`src/rtl/mem_arbiter.sv`:
```
// Shares one single-port byte-enabled BRAM between the CPU fetch (I) and load/store (D) ports.
// One access per two cycles: grant and address in IDLE, formatted response in RESP.
module mem_arbiter #(
    parameter int ADDR_WIDTH = 13,
    parameter int BUS_WIDTH  = 32
) (
    input  logic                  clk,
    input  logic                  reset,
    input  logic                  i_req,
    input  logic [31:0]           i_addr,
    output logic                  i_gnt,
    output logic                  i_rvalid,
    output logic [BUS_WIDTH-1:0]  i_rdata,
    output logic                  i_err,
    input  logic                  d_req,
    input  logic                  d_we,
    input  logic [31:0]           d_addr,
    input  logic [1:0]            d_size,
    input  logic                  d_unsigned,
    input  logic [BUS_WIDTH-1:0]  d_wdata,
    output logic                  d_gnt,
    output logic                  d_rvalid,
    output logic [BUS_WIDTH-1:0]  d_rdata,
    output logic                  d_err,
    output logic [3:0]            ram_we,
    output logic [ADDR_WIDTH-1:0] ram_addr,
    output logic [BUS_WIDTH-1:0]  ram_data,
    input  logic [BUS_WIDTH-1:0]  ram_out
);

    typedef enum logic {IDLE, RESP} state_t;

    state_t               state;
    logic                 last_d;
    logic                 we_q;
    logic                 uns_q;
    logic                 err_q;
    logic [1:0]           size_q;
    logic [1:0]           off_q;

    logic                 idle;
    logic                 pick_d;
    logic                 pick_i;
    logic                 d_bad;
    logic                 i_bad;
    logic [3:0]           lanes;
    logic [BUS_WIDTH-1:0] rep;
    logic [BUS_WIDTH-1:0] word;
    logic [7:0]           lb;
    logic [15:0]          lh;
    logic                 unused_addr;

    // Alias: address bits above the BRAM word range are deliberately dropped.
    assign unused_addr = ^{i_addr[31:ADDR_WIDTH+2], d_addr[31:ADDR_WIDTH+2]};
    assign idle        = (state == IDLE) && !reset;

    always_comb begin
        // Round-robin: on a tie, the port that did not win last time goes next.
        pick_d = d_req && (!i_req || !last_d);
        pick_i = i_req && !pick_d;
        d_bad  = (d_size == 2'b11) ||
                 (d_size == 2'b01 && d_addr[0]) ||
                 (d_size == 2'b10 && d_addr[1:0] != 2'b00);
        i_bad  = (i_addr[1:0] != 2'b00);
        case (d_size)
            2'b00: begin
                lanes = 4'b0001 << d_addr[1:0];
                rep   = {4{d_wdata[7:0]}};
            end
            2'b01: begin
                lanes = d_addr[1] ? 4'b1100 : 4'b0011;
                rep   = {2{d_wdata[15:0]}};
            end
            default: begin
                lanes = 4'b1111;
                rep   = d_wdata;
            end
        endcase
        i_gnt    = idle && pick_i;
        d_gnt    = idle && pick_d;
        ram_we   = '0;
        ram_addr = '0;
        ram_data = '0;
        if (d_gnt) begin
            ram_addr = d_addr[ADDR_WIDTH+1:2];
            if (d_we) ram_data = rep;
            if (d_we && !d_bad) ram_we = lanes;
        end else if (i_gnt) begin
            ram_addr = i_addr[ADDR_WIDTH+1:2];
        end
    end

    always_ff @(posedge clk or posedge reset) begin
        if (reset) begin
            state  <= IDLE;
            last_d <= 1'b0;
            we_q   <= 1'b0;
            uns_q  <= 1'b0;
            err_q  <= 1'b0;
            size_q <= '0;
            off_q  <= '0;
        end else begin
            case (state)
                IDLE: begin
                    if (i_gnt || d_gnt) begin
                        state  <= RESP;
                        last_d <= d_gnt;
                        we_q   <= d_gnt && d_we;
                        uns_q  <= d_gnt && d_unsigned;
                        size_q <= d_gnt ? d_size : 2'b10;
                        off_q  <= d_gnt ? d_addr[1:0] : i_addr[1:0];
                        err_q  <= d_gnt ? d_bad : i_bad;
                    end
                end
                RESP: state <= IDLE;
            endcase
        end
    end

    always_comb begin
        lb = ram_out[{off_q, 3'b000} +: 8];
        lh = off_q[1] ? ram_out[31:16] : ram_out[15:0];
        case (size_q)
            2'b00:   word = {{24{!uns_q && lb[7]}}, lb};
            2'b01:   word = {{16{!uns_q && lh[15]}}, lh};
            default: word = ram_out;
        endcase
        i_rvalid = (state == RESP) && !last_d;
        d_rvalid = (state == RESP) && last_d;
        i_err    = i_rvalid && err_q;
        d_err    = d_rvalid && err_q;
        i_rdata  = (i_rvalid && !err_q) ? ram_out : '0;
        d_rdata  = (d_rvalid && !err_q && !we_q) ? word : '0;
    end

endmodule

```
`config.mk`:
```
export PLATFORM = sky130hd
export DESIGN_NAME = mem_arbiter
export DESIGN_NICKNAME = d
export VERILOG_FILES = /design/src/rtl/mem_arbiter.sv
export SDC_FILE = /design/constraint.sdc
export NUM_CORES = 1
export LEC_CHECK = 0
export ABC_AREA = 0
export CORE_MARGIN = 10
export CORE_UTILIZATION = 27
export CTS_CLUSTER_SIZE = 40
export DETAILED_ROUTE_END_ITERATION = 16
export HOLD_SLACK_MARGIN = 0.05
export MAX_ROUTING_LAYER = met4
export PLACE_DENSITY = 0.8
export SYNTH_ARGS = -nofsm -noshare
export SYNTH_HDL_FRONTEND = slang
export SYNTH_SLANG_ARGS = --single-unit
```
`constraint.sdc`:
```
create_clock -name clk -period 2.5 [get_ports clk]
set_input_delay 0.5 -clock clk [delete_from_list [all_inputs] [get_ports clk]]
set_output_delay 0.5 -clock clk [all_outputs]
set_load 0.005 [all_outputs]
```
[Yosys cells after proc, flatten, opt, wreduce, memory -nomap -nowiden]
Cells that the tools add are included.
W data, S select, Z words.
Word-level totals
  output and inout bits: 119
  register bits after elaboration: 9
  word-level logic and storage cells: 68
  input port bits: 136
Cells by class
  mux-type cells: 18
  shift operators: 2
  reduce and logical (&&, ||, !) cells: 36
  bitwise operators: 1
  equal/unequal tests: 4
Operators by type and width (count)
  $mux W32: 4
  $pmux W32 S2: 2
  $shiftx A32 B6 Y8: 1
  $mux W13: 2
  $logic_and A1 B1 Y1: 19
  $mux W16: 1
  $mux W4: 3
  $logic_not A1 Y1: 8
  $pmux W4 S2: 1
  $eq A2 B1 Y1 const B: 2
  $eq A2 B2 Y1 const B: 2
  $logic_not A2 Y1: 2
  $logic_or A1 B1 Y1: 4
  $mux W2: 2
  $reduce_bool A2 Y1: 2
  $shl A1 B2 Y4 const A: 1
  $mux W1: 2
  $pmux W1 S2: 1
  $reduce_and A2 Y1: 1
  $not A1 Y1: 1

[Logic depth before layout (Yosys ltp)]
  depth in word-level cells: 9
  gate-level depth with buffers: 6
  gate-level depth less buffers: 5

[Least setup slack after synthesis]
Ideal clock, no wire load.
  path type: register to output
  start: register off_q[1]
  end: output port d_rdata[20]
  required time: 2000 ps
  cell stages (with the launch flop): 7
  slack: 530 ps
  buffers on the path: 2
  data arrival time: 1470 ps
  cells stage by stage: dfrtp_1 buf_6 mux2_4 a22o_4 o21ai_4 buf_6 nand2_1
On the way
  longest elaborated chain between the ends: 4
Ends and longest elaborated chain
  start: declaration: RTL line 39  | logic [1:0] off_q;
  start signal: assignment: RTL line 111  | off_q <= d_gnt ? d_addr[1:0] : i_addr[1:0];
  $shiftx A32 B6 Y8 or $mux W16 (tied branches): RTL line 121, 122
  $logic_and A1 B1 Y1, on equally long branches: RTL line 124, 125
  $pmux W32 S2 *: RTL line 123  | case (size_q)
  $mux W32 *: RTL line 133  | d_rdata = (d_rvalid && !err_q && !we_q) ? word : '0;
  end: declaration: RTL line 23  | output logic [BUS_WIDTH-1:0] d_rdata,
Every way passes the cells marked *; elsewhere a longest branch is shown, timed or not.

[Worst setup path after layout]
  start: input port ram_out[7]
  end: output port d_rdata[25]
On the way
  longest elaborated chain between the ends: 4
Ends and longest elaborated chain
  start: declaration: RTL line 28  | input logic [BUS_WIDTH-1:0] ram_out
  $shiftx A32 B6 Y8: RTL line 121  | lb = ram_out[{off_q, 3'b000} +: 8];
  $logic_and A1 B1 Y1: RTL line 124  | 2'b00: word = {{24{!uns_q && lb[7]}}, lb};
  $pmux W32 S2: RTL line 123
  $mux W32: RTL line 133
No other way between the ends.

==> results.yml <==
power_and_ir_drop:
  sw_frac_of_total_pct: 37.05
  internal_power_uw: 848.1
  leakagePower_uw: 0.003297
  p_clk_share_pct: 12.1
  seqPwrFrac_pct: 15.5
  powerDensity_nw_per_um2: 258.8
  switchingPower_uw: 499.2
  pwr-share-comb_pct: 72.4
  ir_drop_mv: 0.2101
route:
  vias: 3584
  route.met3.wl_um: 1642
  viasPerCell: 5.069
  wl_met2_um: 6741
  dr.pass1.iters: 5
  first_iter_violations: 194
  drc: 0
  wire_per_inst_um: 19.08
  wl_um: 13490
  top_layer_used: "met4"
  final_antenna_net_count: 0
  wl_met1_um: 4903
cts:
  clock_latency_ns: 0.23
  clockBufferDepth: 2
  cts.htree.levels: 1
  cts_inserted_buffers: 3
  clk_pin_slew_ns: 0.04
  clock_sinks: 9
  cts_hold_buf: 0
  clock-root-buffer: "clkbuf_8"
  cts_tree: "yes"
synth:
  yosysWarnings: 0
  syn_nets: 458
  yosysMostFrequentCell: "nand2_1"
  yosysTopAreaCell: "and2_1"
  ys.flop_type: "dfrtp_1"
  synth_cells: 322
  synth_top_area_share_pct: 12.83
  synth-edff-count: 0
  ys_types: 35
  synth_commonest_cells: "nand2_1 (63), and2_1 (42), nor2_1 (38), a21oi_1 (22), o21ai_0 (22)"
  synthTopCellsByArea: "and2_1 (13%), nand2_1 (12%), dfrtp_1 (11%), mux2i_1 (8.8%), nor2_1 (7.0%)"
  ys_ff_latch: 9
  synth-seq-area-share_pct: 11.00
  syn_area_um2: 2048
  avgSynthCellArea_um2: 6.361
  async_reset_ff_share_pct: 100.0
timing:
  setup_violations: 2
  hold_viol: 0
  holdWs_ns: 0.3904
  drv_slew: 0
  worst_slack_ns: -0.02174
  fmax_mhz: 396.6
  finalCritPeriodShare_pct: 100.9
  fin_crit_ns: 2.522
  fin_setup_tns_ns: -0.02925
  final.setup_skew_ns: 0.0009628
  worst_slew_pin_slew_ns: 0.3493
  max-slew-margin-rel_pct: 76.46
  rsz0062_at_grt: "yes"
cells_and_area:
  final_util_pct: 71.00
  diodes: 0
  fin_nets: 745
  regArea_um2: 227.7
  syn_to_final_growth_pct: 154.1
  num-fill-cells: 513
  fin_cells: 707
  multi_input_area_um2: 1742
  drive_above_1_share_pct: 25.00
placed_design:
  dp_hpwl_um: 10480
  place_ws_ns: -0.4881
  gp_congestion: 0.8659
  dpl.cell_count: 678
  portBuffers: 220
setup_path:
  crit_path_end_kind: "output pin"
  cp_slowest_stage_delay_ns: 0.28
  worst_path_max_delay_cell: "mux2_4"
  cpMostUsedCell: "buf_6"
  arrival_ns: 2.02
  cp_max_fo: 4
  crit_type: "input port to output pin"
  crit_required_ns: 2.00
  start_kind: "input port"
  path_cells: "dlygate4sd2_1, mux2_4, a22o_4, o21ai_4, clkbuf_16, buf_12, buf_6, nand2_2, buf_6"
min_path:
  hp-class: "input port to async pin"
grt:
  first_global_vias: 3650
  antenna_found_initial: 0
  grt_pass1_wl_um: 18980
  overflow: 0
  grt_max_degree: 33
  grtUsageTotal_pct: 20.83
die:
  initial_core_util_pct: 27.94
  die_area_um2: 11470
  die-height_um: 107.1
  rows: 31
  core_area_um2: 7331
  io_pins: 255
  die_w_um: 107.1
run_status:
  status: "finished with violations"
  violations: "negative setup slack"
job:
  drv_cap: 0
timing repair:
item                                    CTS  global route
setup buffers                            21             1
endpoints found under the setup margin   97            73
resized for setup                       158            87
gates cloned                              1             2
pin swaps                                 5             7
registers in the layout, indices dropped and copies added, names as in the netlist:
register  count
err_q         1
last_d        1
off_q         2
size_q        2
state         1
uns_q         1
we_q          1
path summary, 6_finish.rpt:
kind                       startpoint     endpoint  slack (ns)  depth (start not counted)
setup / recovery           ram_out[7]  d_rdata[25]       -0.02                          9
max in group asynchronous       reset     off_q[1]        1.85                          3
min in group clk                 we_q         we_q        0.47                          2
setup reg to reg                state     off_q[1]        1.16                          5
hold / removal                  reset     off_q[0]        0.39                          3
hold reg to reg                  we_q         we_q        0.47                          2
per-stage QoR:
stage / cell area (um2) / power, uW
3_5_place_dp: 4800 / 1106
2_1_floorplan: 2048 / 562.2
6_report: 5205 / 1347
4_1_cts: 5050 / 1317
3_3_place_gp: 4800 / 1087
5_1_grt: 5205 / 1438
power by group through the flow:
stage	clock [uW]	combinational [uW]	sequential (uW)
after floorplan	0	367	196
after global placement	0	887	200
after detailed placement	0	904	203
after CTS	164	949	205
after global routing	178	1050	212
final	163	976	208
per-layer routing:
metal	up-vias	track usage, %
li1	1690	-
met1	1663	20.61
met2	213	37.96
met3	18	8.623
met4	0	3.191
met5	-	-
layout make-up:
type / instances / share of cell area, %
Clock buffer: 4 / 0.8654
Multi-Input combinational cell: 271 / 33.46
Inverter: 16 / 1.154
Tap cell: 99 / 2.380
Sequential cell: 9 / 4.375
Timing Repair Buffer: 308 / 57.76
worst max-delay path: cells and delay by family:
family,cells,cell delay [ns]
buffers and inverters,5,0.74
AO/OA/AOI/OAI,2,0.46
multiplexers,1,0.28
AND/OR/NAND/NOR,1,0.04
cell usage in the layout (no fill, tap or decap), drive strengths merged, types with 2 or more instances in the layout:
cell type	Yosys	routed
clkdlybuf4s50	0	104
buf	12	98
nand2	63	63
dlymetal6s2s	0	49
and2	42	42
nor2	39	39
dlygate4sd2	0	32
a21oi	23	23
o21ai	23	23
clkbuf	14	21
mux2i	18	18
inv	16	16
a22o	14	14
a221oi	9	9
mux2	9	9
dfrtp	9	9
clkdlybuf4s15	0	8
a222oi	7	7
nor3	5	5
and3	3	3
nor2b	3	3
nor3b	2	2
a21boi	2	2
nand3	2	2
cells by family (layout without fill, tap and decap cells):
family | count (synthesis) | count (layout) | synth area share [%]
simple gates | 160 | 160 | 36.96
compound gates | 83 | 83 | 28.77
buf+inv | 42 | 328 | 8.919
mux | 27 | 27 | 13.93
flops | 9 | 9 | 11.00
xor+xnor | 1 | 1 | 0.4277
No activity file was read; power rests on OpenSTA's default activity.
==> patch 1 (same flow settings) <==
Set the parameter `ADDR_WIDTH` to 12 (it was 13).
--- a/src/rtl/mem_arbiter.sv
+++ b/src/rtl/mem_arbiter.sv
@@ -1,7 +1,7 @@
 // Shares one single-port byte-enabled BRAM between the CPU fetch (I) and load/store (D) ports.
 // One access per two cycles: grant and address in IDLE, formatted response in RESP.
 module mem_arbiter #(
-    parameter int ADDR_WIDTH = 13,
+    parameter int ADDR_WIDTH = 12,
     parameter int BUS_WIDTH  = 32
 ) (
     input  logic                  clk,
Interface: changed (resized ram_addr); port bits go from 255 to 254. No check against the original RTL was run, so the function may have changed too.
==> patch 1 against the unedited design <==
Final cell count down 0.85%; non-clock buffer count down 6; combinational power up 0.4%; setup slack better by 62 ps; clock power up 4%; critical path depth down 2; final area down 4.9%; sequential share of layout area up 0.25 points; sequential power up 2%; area after synthesis down 0.67%; power up 1.1%; sequential cell count unchanged; routed wire length down 2.3%.
==> patch 1: results (changes against the unedited design) <==
stage	metric	value	unit	change
routing	detail_route.wirelength	13200	microns	-2.3%
finish	drive_gt1_share	26.0	%	+0.96 points
routing	via_count	3530		-1.5%
critical_path	critical_path.startpoint	ram_out[31]		
finish	fill_cells	607		+18%
finish	multi_input_comb_area	1740	sq um	-0.29%
routing	first_iter_violations	138		-29%
grt	grt_first_pass_wirelength	19600	microns	+3.3%
power	highest_ir_drop_seen_on_vdd	0.181	mV	-14%
grt	grt_antenna_before_repair	1		+1
logic_synthesis	muxShareOfSynthArea	14.0	%	+0.094 points
power	power_leakage	2.48	nW	-25%
min_path	hold_class	reg2reg		
routing	drt_pre_antenna_iters	7		+2
logic_synthesis	synth_compound_area_share	28.5	%	-0.24 points
placed_design	pre_cts_setup_slack	-428	ps	+60.1 ps
timing	max_slew_margin	77.7	%	+1.3 points
critical_path	worst-endpoint-arrival	1960	ps	-60 ps
critical_path	crit_path_top_delay_cell	sky130_fd_sc_hd__a21oi_4		
critical_path	cpLargestDelayFamily	compound AO/OA/AOI/OAI gates		
timing	fin_skew	4.47	ps	+3.51 ps
grt	grtUsageTotal	21.8	%	+0.99 points
outcome	run_status	finished, final reports clean		
placed_design	placement.io_buffers	217		-1.4%
grt	grt_pass1_vias	3701		+1.4%
placed_design	post_dp_cell_area	4740	sq um	-1.3%
logic_synthesis	synth_fp_nets	456		-0.44%
logic_synthesis	synth_cell_types	36		+2.9%
logic_synthesis	ys_seq_area_share	11.1	%	+0.074 points
placed_design	place_congestion	0.893		+3.1%
==> patch 1: cells by family (layout without fill, tap and decap cells) <==
logic type / count (synthesis) / after routing
AND/OR/NAND/NOR: 160 / 160
XOR/XNOR: 1 / 1
flip-flops: 9 / 9
AO/OA/AOI/OAI: 82 / 82
other: 0 / 1
multiplexers: 27 / 27
buffers and inverters: 41 / 322
==> patch 1: worst reg2reg max path, stage by stage, from the launching register on <==
cell                      delay, ps
sky130_fd_sc_hd__dfrtp_2        460
sky130_fd_sc_hd__nor2_2         250
sky130_fd_sc_hd__nand2_1        130
sky130_fd_sc_hd__buf_4          160
sky130_fd_sc_hd__o31ai_1        270
==> patch 1: through the flow <==
step / std cells / setup TNS, ps
6_report: 701 / 0
5_1_grt: 701 / -114
4_1_cts: 695 / -0.223
3_5_place_dp: 674 / -25870
3_3_place_gp: 674 / -24300
2_1_floorplan: 320 / 0
==> patch 1: cell type report <==
cell class | count | share of cell area (%)
Sequential cell | 9 | 4.62
Multi-Input combinational cell | 270 | 35.1
Antenna cell | 1 | 0.0505
Timing Repair Buffer | 302 | 55.6
Inverter | 16 | 1.24
Tap cell | 99 | 2.50
Clock buffer | 4 | 0.910
==> patch 1: power by group through the flow <==
stage	logic, W	clock network [W]	registers, W
floorplan	0.000364	0	0.000196
global placement	0.000867	0	0.000205
detailed placement	0.000885	0	0.000208
CTS	0.000925	0.000166	0.000212
global route	0.00105	0.000182	0.000218
finish	0.000980	0.000169	0.000212
==> patch 1: worst paths after layout <==
path                            cells past startpoint  slack, ps    endpoint
worst min register to register                      2        470        we_q
max in group asynchronous                           3       1730      last_d
min in group asynchronous                           3        500    off_q[0]
worst max register to register                      4       1120       err_q
worst max-delay path                                7         40  d_rdata[9]
worst min-delay path                                2        470        we_q
==> patch 1: repair_timing <==
| item | 4_1_cts | 5_1_grt |
|---|---|---|
| gates cloned | 1 | 1 |
| setup endpoints to repair | 83 | 75 |
| resized for setup | 174 | 48 |
| pin swaps | 6 | 10 |
| setup buffers | 16 | 4 |
==> patch 1: per-layer routing <==
| layer | global-route usage [%] | routed length, microns | vias up |
|---|---|---|---|
| met4 | 5.22 | 340 | 0 |
| li1 | - | - | 1687 |
| met1 | 22.3 | 5050 | 1617 |
| met3 | 9.10 | 1570 | 24 |
| met2 | 38.0 | 6220 | 202 |
| met5 | - | 0 | - |
==> patch 2 (config.mk and constraints unchanged) <==
Without the edit above. Make the reset (`reset`) synchronous in one clocked block.
--- a/src/rtl/mem_arbiter.sv
+++ b/src/rtl/mem_arbiter.sv
@@ -90,7 +90,7 @@
         end
     end
 
-    always_ff @(posedge clk or posedge reset) begin
+    always_ff @(posedge clk) begin
         if (reset) begin
             state  <= IDLE;
             last_d <= 1'b0;
Formal check against the unedited RTL: differs if reset is asserted again (counterexample within 4 cycles, from zero or initial values and one cycle with reset high); with reset held inactive, the same outputs for 10 cycles.
==> patch 2 against the unedited design <==
Critical path depth fell by 4; critical endpoint is now i_rdata[13]; critical path type unchanged; highest routed layer unchanged; setup slack improved by 76 ps; routed wire length rose by 5.3%; power fell by 13%; sequential cell count did not move; sequential power fell by 18%; area after synthesis rose by 1.3%; final area fell by 0.99%.
==> patch 2: results (changes against the unedited design) <==
stage	metric	value	unit	change
logic_synthesis	synth_compound_area_share	30.7	%	+2.0 points
clock_tree	cts_resized	188		+19%
power	highest_ir_drop_seen_on_vdd	0.166	mV	-21%
finish	seqAreaFraction	3.62	%	-0.76 points
critical_path	crit_path_top_delay_cell	sky130_fd_sc_hd__clkdlybuf4s50_1		
logic_synthesis	synth_area_per_cell	6.33	sq um	-0.51%
logic_synthesis	synth_largest_type_area_fraction	11.4	%	-1.4 points
placed_design	place.detailed.instances	693		+2.2%
logic_synthesis	muxShareOfSynthArea	12.8	%	-1.1 points
critical_path	r2r-start	state		
power	p_sw_share	36.2	%	-0.84 points
finish	design.seq.count	9		unchanged
finish	clock_cell_area_share	0.874	%	+0.0086 points
critical_path	path_max_fanout	2		-2
placed_design	detailedPlacementHpwl	10900	microns	+4.3%
finish	finish.utilization	69.9	%	-1.1 points
placed_design	place_congestion	0.910		+5.1%
timing	worstMarginPinSlew	585	ps	+235 ps
logic_synthesis	synth_cell_types	41		+17%
outcome	run_status	finished, final reports clean		
power	powerComb	0.000820	W	-16%
finish	num-multi-input-gates	272		+0.37%
finish	multi_input_area_share	33.9	%	+0.45 points
grt	grtUsageTotal	23.2	%	+2.4 points
power	power_leakage	2.60	nW	-21%
power	report.power.total	0.00117	W	-13%
critical_path	crit_path_max_incr_delay	590	ps	+310 ps
routing	routed_wire_length_per_instance	19.6	microns	+2.5%
routing	first_iter_violations	333		+72%
placed_design	pre_cts_setup_slack	-536	ps	-48.2 ps
logic_synthesis	yosys-top-cells-count	sky130_fd_sc_hd__nand2_1, sky130_fd_sc_hd__nor2_1, sky130_fd_sc_hd__and2_1		
grt	grt_first_pass_wirelength	21000	microns	+10%
finish	layout.nonclk_buf_share	58.1	%	+0.33 points
critical_path	critical_path.startpoint	ram_out[13]		
timing	fin_skew	3.51	ps	+2.55 ps
power	pg_seq	0.000171	W	-18%
finish	drive_gt1_share	28.9	%	+3.9 points
grt	grt_pass1_vias	3772		+3.3%
placed_design	post_dp_cell_area	4890	sq um	+1.9%
logic_synthesis	largest_cells_by_area_after_synthesis	sky130_fd_sc_hd__nand2_1, sky130_fd_sc_hd__dfxtp_1, sky130_fd_sc_hd__mux2i_1		
routing	detail_route.wirelength	14200	microns	+5.3%
timing	tns_setup	0	ps	+29.3 ps
[patch 2: changes by cell type after synthesis, sizes merged, moves of 4 or more]
cell / delta
nor4: +10
and2: -17
a22oi: +4
dfxtp: +9
and3: +7
dfrtp: -9
[patch 2: worst reg2reg max path: stages, from the launching register on]
cell and delay [ps]:
sky130_fd_sc_hd__dfxtp_2 340, sky130_fd_sc_hd__a2111oi_4 360, sky130_fd_sc_hd__buf_4 190, sky130_fd_sc_hd__buf_8 110, sky130_fd_sc_hd__buf_4 170, sky130_fd_sc_hd__nor4_1 70
sky130_fd_sc_hd__nor4b_1 230
[patch 2: layer usage]
metal  routed length [microns]  vias up  track usage (%)
li1                          -     1772                -
met3                       994       31             4.73
met1                      5260     1787             24.7
met4                       412        0             7.25
met5                         0        -                -
met2                      7530      185             41.9
[patch 2: path summary, 6_finish.rpt]
kind / end / slack [ps] / cells past startpoint
max reg2reg: err_q / 930 / 6
min: we_q / 450 / 2
min reg2reg: we_q / 450 / 2
max: i_rdata[13] / 50 / 5
